===== config.mk =====
export PLATFORM = sky130hd
export DESIGN_NAME = shreg_serial_sched
export DESIGN_NICKNAME = d
export VERILOG_FILES = /design/src/rtl/shreg_serial_sched_pkg.sv /design/src/rtl/shreg_serial_sched_piso.sv /design/src/rtl/shreg_serial_sched.sv
export SDC_FILE = /design/constraint.sdc
export NUM_CORES = 1
export LEC_CHECK = 0
export ABC_AREA = 1
export CORE_ASPECT_RATIO = 1.4
export CORE_MARGIN = 4
export CORE_UTILIZATION = 32
export DETAILED_ROUTE_END_ITERATION = 6
export PLACE_DENSITY = 0.62
export SYNTH_ARGS = -nofsm -noshare
export SYNTH_HDL_FRONTEND = slang
export SYNTH_HIERARCHICAL = 1
export SYNTH_SLANG_ARGS = --single-unit
export TNS_END_PERCENT = 20

===== constraint.sdc =====
create_clock -name clk -period 3 [get_ports clk]
set_input_delay 0.6 -clock clk [delete_from_list [all_inputs] [get_ports clk]]
set_output_delay 0.6 -clock clk [all_outputs]
set_load 0.02 [all_outputs]

===== src/rtl/shreg_serial_sched_pkg.sv =====
`default_nettype none
// ============================================================================
// Module  : shreg_serial_sched_pkg
// Brief   : Shared state encoding and default sizing for the round-robin
//           serial scheduler and its bench.
// Revision: 1.0 - initial release
// ============================================================================
package shreg_serial_sched_pkg;

  // Default sizing: one byte per frame, two requesters, one idle cycle
  localparam int DEF_WIDTH = 8;
  localparam int DEF_NREQ  = 2;
  localparam int DEF_GAP   = 1;

  // Scheduler states
  typedef enum logic [1:0] {
    ST_IDLE  = 2'd0,
    ST_SHIFT = 2'd1,
    ST_GAP   = 2'd2
  } state_e;

endpackage : shreg_serial_sched_pkg
`default_nettype wire


===== src/rtl/shreg_serial_sched_piso.sv =====
`default_nettype none
// ============================================================================
// Module  : shreg_piso
// Brief   : WIDTH-bit parallel-in / serial-out register, MSB first,
//           zero fill. Priority: clr over load over shift.
// Revision: 1.0 - initial release
// ============================================================================
module shreg_piso #(
  parameter int WIDTH = 8
) (
  input  logic             clk,
  input  logic             clr_n,
  input  logic             clr,
  input  logic             load,
  input  logic [WIDTH-1:0] load_data,
  input  logic             shift,
  output logic             ser_out
);

  logic [WIDTH-1:0] shreg_q;
  logic [WIDTH-1:0] shreg_d;

  // Next register contents: synchronous clear, parallel load or left shift
  always_comb begin
    shreg_d = shreg_q;
    if (clr) begin
      shreg_d = '0;
    end else if (load) begin
      shreg_d = load_data;
    end else if (shift) begin
      shreg_d = {shreg_q[WIDTH-2:0], 1'b0};
    end
  end

  // Storage with asynchronous clear
  always_ff @(posedge clk or negedge clr_n) begin
    if (!clr_n) begin
      shreg_q <= '0;
    end else begin
      shreg_q <= shreg_d;
    end
  end

  assign ser_out = shreg_q[WIDTH-1];

endmodule : shreg_piso
`default_nettype wire


===== src/rtl/shreg_serial_sched.sv =====
`default_nettype none
// ============================================================================
// Module  : shreg_serial_sched
// Brief   : Round-robin scheduler sharing one parallel-load/serial-out
//           shift register among NREQ valid/ready requesters, with framing
//           strobes, a programmable idle gap and a synchronous abort.
// Revision: 1.0 - initial release
// ============================================================================
module shreg_serial_sched
  import shreg_serial_sched_pkg::*;
#(
  parameter int WIDTH = DEF_WIDTH,
  parameter int NREQ  = DEF_NREQ,
  parameter int GAP   = DEF_GAP
) (
  input  logic                    clk,
  input  logic                    clr_n,
  input  logic [NREQ-1:0]         req_valid,
  input  logic [NREQ*WIDTH-1:0]   req_data,
  output logic [NREQ-1:0]         req_ready,
  input  logic                    abort,
  output logic                    busy,
  output logic                    ser_out,
  output logic                    ser_valid,
  output logic                    ser_first,
  output logic                    ser_last,
  output logic [$clog2(NREQ)-1:0] grant_id
);

  localparam int BW = $clog2(WIDTH);
  localparam int PW = $clog2(NREQ);
  localparam int CW = (GAP > 1) ? $clog2(GAP) : 1;

  localparam logic [1:0]    S_IDLE   = 2'(ST_IDLE);
  localparam logic [1:0]    S_SHIFT  = 2'(ST_SHIFT);
  localparam logic [1:0]    S_GAP    = 2'(ST_GAP);
  localparam logic [BW-1:0] BIT_LAST = BW'(WIDTH - 1);
  localparam logic [CW-1:0] GAP_LAST = CW'((GAP > 0) ? (GAP - 1) : 0);
  localparam logic [PW-1:0] PTR_LAST = PW'(NREQ - 1);
  localparam logic [PW:0]   NREQ_EXT = (PW + 1)'(NREQ);

  logic [1:0]       state_q,    state_d;
  logic [BW-1:0]    bit_cnt_q,  bit_cnt_d;
  logic [CW-1:0]    gap_cnt_q,  gap_cnt_d;
  logic [PW-1:0]    rr_ptr_q,   rr_ptr_d;
  logic [PW-1:0]    grant_id_q, grant_id_d;

  logic [PW-1:0]    win_id;
  logic             win_found;
  logic             grant;
  logic             piso_clr;
  logic             piso_load;
  logic             piso_shift;
  logic             piso_msb;
  logic [WIDTH-1:0] win_data;

  // Round-robin search: first valid requester at or above the pointer, wrapping
  always_comb begin : p_arb
    logic [PW:0] sum;
    win_found = 1'b0;
    win_id    = rr_ptr_q;
    sum       = '0;
    for (int k = 0; k < NREQ; k++) begin
      sum = {1'b0, rr_ptr_q} + (PW + 1)'(k);
      if (sum >= NREQ_EXT) begin
        sum = sum - NREQ_EXT;
      end
      if (!win_found && req_valid[sum[PW-1:0]]) begin
        win_found = 1'b1;
        win_id    = sum[PW-1:0];
      end
    end
  end

  assign grant    = win_found && (state_q == S_IDLE) && !abort;
  assign win_data = req_data[win_id*WIDTH +: WIDTH];

  // One-hot acknowledge; held low while reset is asserted so nothing leaks out
  always_comb begin
    req_ready = '0;
    if (grant && clr_n) begin
      req_ready[win_id] = 1'b1;
    end
  end

  // Scheduler next-state, counters and shift-register controls
  always_comb begin
    state_d    = state_q;
    bit_cnt_d  = bit_cnt_q;
    gap_cnt_d  = gap_cnt_q;
    rr_ptr_d   = rr_ptr_q;
    grant_id_d = grant_id_q;
    piso_clr   = 1'b0;
    piso_load  = 1'b0;
    piso_shift = 1'b0;
    case (state_q)
      S_IDLE: begin
        if (grant) begin
          piso_load  = 1'b1;
          grant_id_d = win_id;
          rr_ptr_d   = (win_id == PTR_LAST) ? '0 : win_id + 1'b1;
          bit_cnt_d  = '0;
          state_d    = S_SHIFT;
        end
      end
      S_SHIFT: begin
        if (abort) begin
          piso_clr  = 1'b1;
          bit_cnt_d = '0;
          state_d   = S_IDLE;
        end else begin
          piso_shift = 1'b1;
          bit_cnt_d  = bit_cnt_q + 1'b1;
          if (bit_cnt_q == BIT_LAST) begin
            bit_cnt_d = '0;
            gap_cnt_d = '0;
            state_d   = (GAP > 0) ? S_GAP : S_IDLE;
          end
        end
      end
      S_GAP: begin
        if (abort) begin
          piso_clr  = 1'b1;
          gap_cnt_d = '0;
          state_d   = S_IDLE;
        end else if (gap_cnt_q == GAP_LAST) begin
          gap_cnt_d = '0;
          state_d   = S_IDLE;
        end else begin
          gap_cnt_d = gap_cnt_q + 1'b1;
        end
      end
      default: begin
        state_d = S_IDLE;
      end
    endcase
  end

  // Scheduler state registers with asynchronous reset
  always_ff @(posedge clk or negedge clr_n) begin
    if (!clr_n) begin
      state_q    <= S_IDLE;
      bit_cnt_q  <= '0;
      gap_cnt_q  <= '0;
      rr_ptr_q   <= '0;
      grant_id_q <= '0;
    end else begin
      state_q    <= state_d;
      bit_cnt_q  <= bit_cnt_d;
      gap_cnt_q  <= gap_cnt_d;
      rr_ptr_q   <= rr_ptr_d;
      grant_id_q <= grant_id_d;
    end
  end

  shreg_piso #(
    .WIDTH (WIDTH)
  ) u_piso (
    .clk       (clk),
    .clr_n     (clr_n),
    .clr       (piso_clr),
    .load      (piso_load),
    .load_data (win_data),
    .shift     (piso_shift),
    .ser_out   (piso_msb)
  );

  // Framing outputs are forced low outside SHIFT
  assign ser_valid = (state_q == S_SHIFT);
  assign ser_out   = ser_valid & piso_msb;
  assign ser_first = ser_valid && (bit_cnt_q == '0);
  assign ser_last  = ser_valid && (bit_cnt_q == BIT_LAST);
  assign busy      = (state_q == S_SHIFT) || (state_q == S_GAP);
  assign grant_id  = grant_id_q;

endmodule : shreg_serial_sched
`default_nettype wire


Word-level counts from Yosys, hierarchy flattened:

Cells that the tools add are included.

* $add $sub $neg: 6
* $lt $le $gt $ge: 6
* equal/unequal tests: 8
* shifts and indexed selects: 1
* reductions and logical operators: 20
* bitwise operators: 1
* mux-type cells: 38

Operator list (count)
* 8-bit 2-to-1 mux: 3
* 1-bit 2-to-1 mux: 22
* 16-bit by 5-bit variable part select with 8-bit output: 1
* 2-bit 2-to-1 mux: 6
* 3-bit 2-to-1 mux: 3
* 1-bit logical AND: 7
* 1-bit by 2-bit less-than comparator with 1-bit output, second input constant: 3
* 2-bit case mux with 3 select lines: 1
* 3-bit case mux with 2 select lines: 1
* 3-bit AND reduction: 2
* 2-bit != test, second input constant: 2
* 2-bit AND reduction: 2
* 2-bit nonzero test: 2
* 3-bit by 1-bit adder with 3-bit output, second input constant: 1
* 3-bit == test, second input constant: 1
* 3-bit logical NOT: 1
* 3-bit by 2-bit != test with 1-bit output, second input constant: 1
* 3-bit != test, second input constant: 1
* 3-bit nonzero test: 1
* 1-bit adder, second input constant: 2
* 1-bit by 1-bit adder with 2-bit output, second input constant: 1
* 2-bit by 1-bit == test with 1-bit output, second input constant: 1
* 2-bit == test, second input constant: 1
* 1-bit by 2-bit greater-or-equal comparator with 1-bit output, second input constant: 1
* other kinds (11): 13

* logic and storage cells: 86
* register bits: 16

Depth between registers and ports, before layout:

Gate-level depths: netlist (run 1).

* depth in word-level cells: 14
* gate-level depth with buffers: 12
* depth with buffers taken out: 11

Hierarchy:

Netlist (run 1), hierarchy kept.

By module, submodules not included
* shreg_serial_sched: area an instance 621.8 sq um, times used 1, cells an instance 98, seq. area each 175.2 sq um
* shreg_piso: area an instance 480.5 sq um, times used 1, cells an instance 68, seq. area each 200.2 sq um

Least setup slack after synthesis (run 1):

No wires, ideal clock.

* path type: register to output
* start point: reg state_q[0]
* end point: out req_ready[0]
* arrival time: 1281 ps
* data required time: 2400 ps
* slack: 1119 ps
* stages on the path, launching flop included: 9
* path through: dfrtp_1 -> inv_1 -> ha_1 -> inv_1 -> nor2_4 -> nand2_4 -> inv_2 -> nand2_2 -> nor2_1

* word-level cells in the longest chain between the ends: 5

RTL lines
* start: declaration: RTL line shreg_serial_sched.sv:42 `logic [1:0] state_q, state_d;`
* start signal: assignment: RTL line shreg_serial_sched.sv:148 `state_q <= state_d;`
* 2-bit logical NOT: RTL line shreg_serial_sched.sv:75 `assign grant = win_found && (state_q == S_IDLE) && !abort;`
* 1-bit logical AND (2 in a row): RTL line shreg_serial_sched.sv:75
* 1-bit logical AND: RTL line shreg_serial_sched.sv:81 `if (grant && clr_n) begin`
* 2-bit 2-to-1 mux: RTL line shreg_serial_sched.sv:81
* end: declaration: RTL line shreg_serial_sched.sv:20 `output logic [NREQ-1:0] req_ready,`

No other way between the ends.

Final worst setup path (run 1):

* start point: in req_valid[1]
* end point: out req_ready[1]

* word-level cells in the longest chain between the ends: 11

RTL lines
* start: declaration: RTL line shreg_serial_sched.sv:18 `input logic [NREQ-1:0] req_valid,`
* 1-bit 2-to-1 mux (not written as such) (2 in a row): RTL line shreg_serial_sched.sv:68 `if (!win_found && req_valid[sum[PW-1:0]]) begin`
* 1-bit 2-to-1 mux: RTL line shreg_serial_sched.sv:68
* 1-bit logical NOT: RTL line shreg_serial_sched.sv:68
* 1-bit logical AND: RTL line shreg_serial_sched.sv:68
* 1-bit 2-to-1 mux: RTL line shreg_serial_sched.sv:68
* 1-bit by 2-bit less-than comparator with 1-bit output (not written as such) or 1-bit greater-or-equal comparator (tied branches): RTL line shreg_serial_sched.sv:82 `req_ready[win_id] = 1'b1;`
* 1-bit logical AND (not written as such): RTL line shreg_serial_sched.sv:82
* 1-bit 2-to-1 mux (not written as such): RTL line shreg_serial_sched.sv:82
* 1-bit demux with 1-bit select: RTL line shreg_serial_sched.sv:82
* 2-bit 2-to-1 mux (*): RTL line shreg_serial_sched.sv:81

Mark *: on every way between the ends. The rest lies on a longest branch, timed or not. The select of a mux whose other input is x is not followed.

==> summary.txt, run 1 <==
Run status
  – Status: completed

Setup path
  – Worst Setup End Kind: output pin
  – Worst-path cell chain: clkdlybuf4s50_1 > nor2_2 > nor2_4 > nand2_4 > inv_2 > nand2_2 > nor2_1 > clkdlybuf4s50_1
  – CP Class: in2out
  – Critical Path AT: 2170 ps
  – Required @ worst endpoint: 2400 ps
  – Startpoint Class: input port
  – Slowest cell delay on critical path: 610 ps
  – Max FO, Critical Path: 9
  – Most used cell, CP: clkdlybuf4s50_1
  – Slowest CP cell: clkdlybuf4s50_1

STA
  – Clk_skew: 2.45 ps
  – RSZ-0062 raised after global routing: false
  – Final Max Slew Viols: 0
  – Worst-margin pin slew: 257 ps
  – Setup violations, final: 0
  – Final worst-path cycle share: 0.924
  – Setup TNS: 0 ps
  – Final worst slack: 228 ps
  – Final Critical Period: 2770 ps
  – Final Hold Fails: 0
  – Max Freq: 361 MHz
  – Relative slew slack: 0.828

Floorplanning
  – # IOs: 29
  – Full die area: 4460 um^2
  – Starting density of the core: 0.329
  – Chip width: 57.6 um
  – Row count: 25
  – Core area: 3350 um^2
  – Die height: 77.4 um

Routing
  – Vias per inst: 4.16
  – Final ANT Viol Nets: 0
  – Number of DRC markers in iteration 0: 6
  – DR DRC count: 0
  – Number of detailed-route iterations in the first pass: 4
  – Per-cell routed wire length: 9.67 um
  – Total wire length: 2310 um
  – Vias: 994

Synth
  – Post-synth EDFFs: 0
  – Synth top area share: 0.341
  – Syn Area/Cell: 6.64 um^2
  – Sequential area share after synthesis: 0.341
  – Synth Flop Type: dfrtp_1
  – Area leader, netlist: dfrtp_1
  – Synth Instances: 166
  – Synth cell types: 18
  – FFs w/ async S/R, synth: 1.00
  – Syn nets: 193
  – Top-count cell post-synth: nand2_1
  – Synth top cells by count: nand2_1, inv_1, dfrtp_1
  – Post-synthesis register bit count: 15
  – Cell area after synthesis: 1100 um^2
  – Ys Warns: 6
  – Largest cells by area after synthesis: dfrtp_1, nand2_1, inv_1

Placement
  – Port Buffers: 28
  – Final Wtd Congestion: 0.772
  – Post-DP HPWL: 1890 um
  – Pre-CTS WS: 228 ps
  – Placed cell area: 1430 um^2

Clock tree
  – Clk buf depth: 2
  – Clock latency on the worst-skew pair: 250 ps
  – Num CTS Buffers: 3
  – Post-CTS Setup Bufs: 0
  – Clk root buf: clkbuf_8
  – Cts hold-fix bufs: 0
  – Clock transition at path regs: 60 ps
  – CTS sink cnt: 15
  – H-Tree Depth: 1
  – CTS tree: yes
  – PostCTS Resize Cnt: 0

Global route
  – Antenna violations before repair: 0
  – Overflow after GRT: 0
  – Largest net degree at the start of global routing: 16
  – GR Util All Layers: 0.114
  – First-pass GRT wire length: 4040 um
  – Vias in the first global route: 950

Power and ir drop
  – Peak supply drop: 0.479 mV
  – P per Cell Area: 756 nW/um^2
  – Leak Pwr: 0.821 nW

Cells and area
  – P&R area growth vs syn: 34.2%
  – Diode count: 0
  – Finished Core Util: 0.442
  – Nets: 227
  – Layout cells sized above 1: 0.131
  – Final std cell area, no fill: 1480 um^2

Flow run
  – MaxCap Viol Count: 0

Hold path
  – Worst hold path type: reg2reg
## placed cells by master, fill, tap and decap left out
cell type,count
nor2_4,2
inv_4,1
nand2_1,76
clkdlybuf4s50_1,28
o21ai_1,2
nand3_1,14
clkinv_2,1
o21bai_1,1
nand2_2,5
nand3b_1,1
o21ai_0,2
nand2_4,2
nor2_2,2
inv_1,23
buf_4,3
a21oi_4,1
ha_1,6
inv_2,6
clkbuf_8,3
nor2_1,5
dfrtp_1,15
## worst max-delay path, delay by kind of cell
| family | cells | cell delay [ps] |
|---|---|---|
| and+or+nand+nor | 5 | 390 |
| buffers and inverters | 3 | 1190 |
## sequential cells by signal, indices dropped and copies added (netlist names)
register and count:
bit_cnt_q 3, grant_id 1, rr_ptr_q 1, state_q 2, u_piso/shreg_q 8
## per-stage QoR
stage | power [W] | hold WS, ps | instances
after detailed placement | 0.000964 | 458 | 235
after global placement | 0.000963 | 460 | 235
after CTS | 0.00114 | 475 | 239
after global routing | 0.00124 | 490 | 239
after floorplan | 0.000783 | 304 | 166
final | 0.00112 | 471 | 239
## where the power goes
group,internal (W),switching (W),leakage (nW)
registers,0.000282,0.0000427,0.194
clock network,0.0000920,0.0000751,0.0255
logic,0.000256,0.000371,0.601
## worst paths after layout
| kind | from | to | slack (ps) | cells past startpoint |
|---|---|---|---|---|
| max in group asynchronous | clr_n | bit_cnt_q[1] | 2030 | 2 |
| worst min-delay path | state_q[1] | state_q[1] | 470 | 2 |
| min in group asynchronous | clr_n | u_piso/shreg_q[5] | 790 | 2 |
| worst min register to register | state_q[1] | state_q[1] | 470 | 2 |
| worst max-delay path | req_valid[1] | req_ready[1] | 230 | 8 |
| worst max register to register | state_q[0] | u_piso/shreg_q[7] | 1280 | 11 |
## per-layer routing
layer,track usage,part of all wire
met2,0.187,0.50
met3,0.0200,0.032
met1,0.140,0.45
met5,0,0
met4,0.0557,0.016
## cell families (layout without fill, tap and decap cells)
kind of cell / count (synthesis) / count (layout) / share of synthesized area
flops: 15 / 15 / 0.341
compound gates: 6 / 6 / 0.0397
buf+inv: 32 / 65 / 0.125
fa+ha+maj: 6 / 6 / 0.0681
simple gates: 107 / 107 / 0.427
## area by class of cell
| cell class | count | area [um^2] |
|---|---|---|
| repair buffers | 31 | 303 |
| clock inverters | 1 | 5.00 |
| flip-flops and latches | 15 | 375 |
| clock buffers | 3 | 41.3 |
| multi-input cells | 119 | 589 |
| inverters | 30 | 115 |
| well taps | 40 | 50.0 |
| fillers | 343 | 1870 |
(Power assumes the default switching activity.)
==> inputs of run 2 (changes only) <==
--- a/config.mk
+++ b/config.mk
@@ -9,6 +9,7 @@
 export CORE_ASPECT_RATIO = 1.4
 export CORE_MARGIN = 4
 export CORE_UTILIZATION = 32
+export CTS_CLUSTER_SIZE = 28
 export DETAILED_ROUTE_END_ITERATION = 6
 export PLACE_DENSITY = 0.62
 export SYNTH_ARGS = -nofsm -noshare
==> results of run 2 <==
Same layout as run 1: the final DEF is identical, and so are final timing and power.
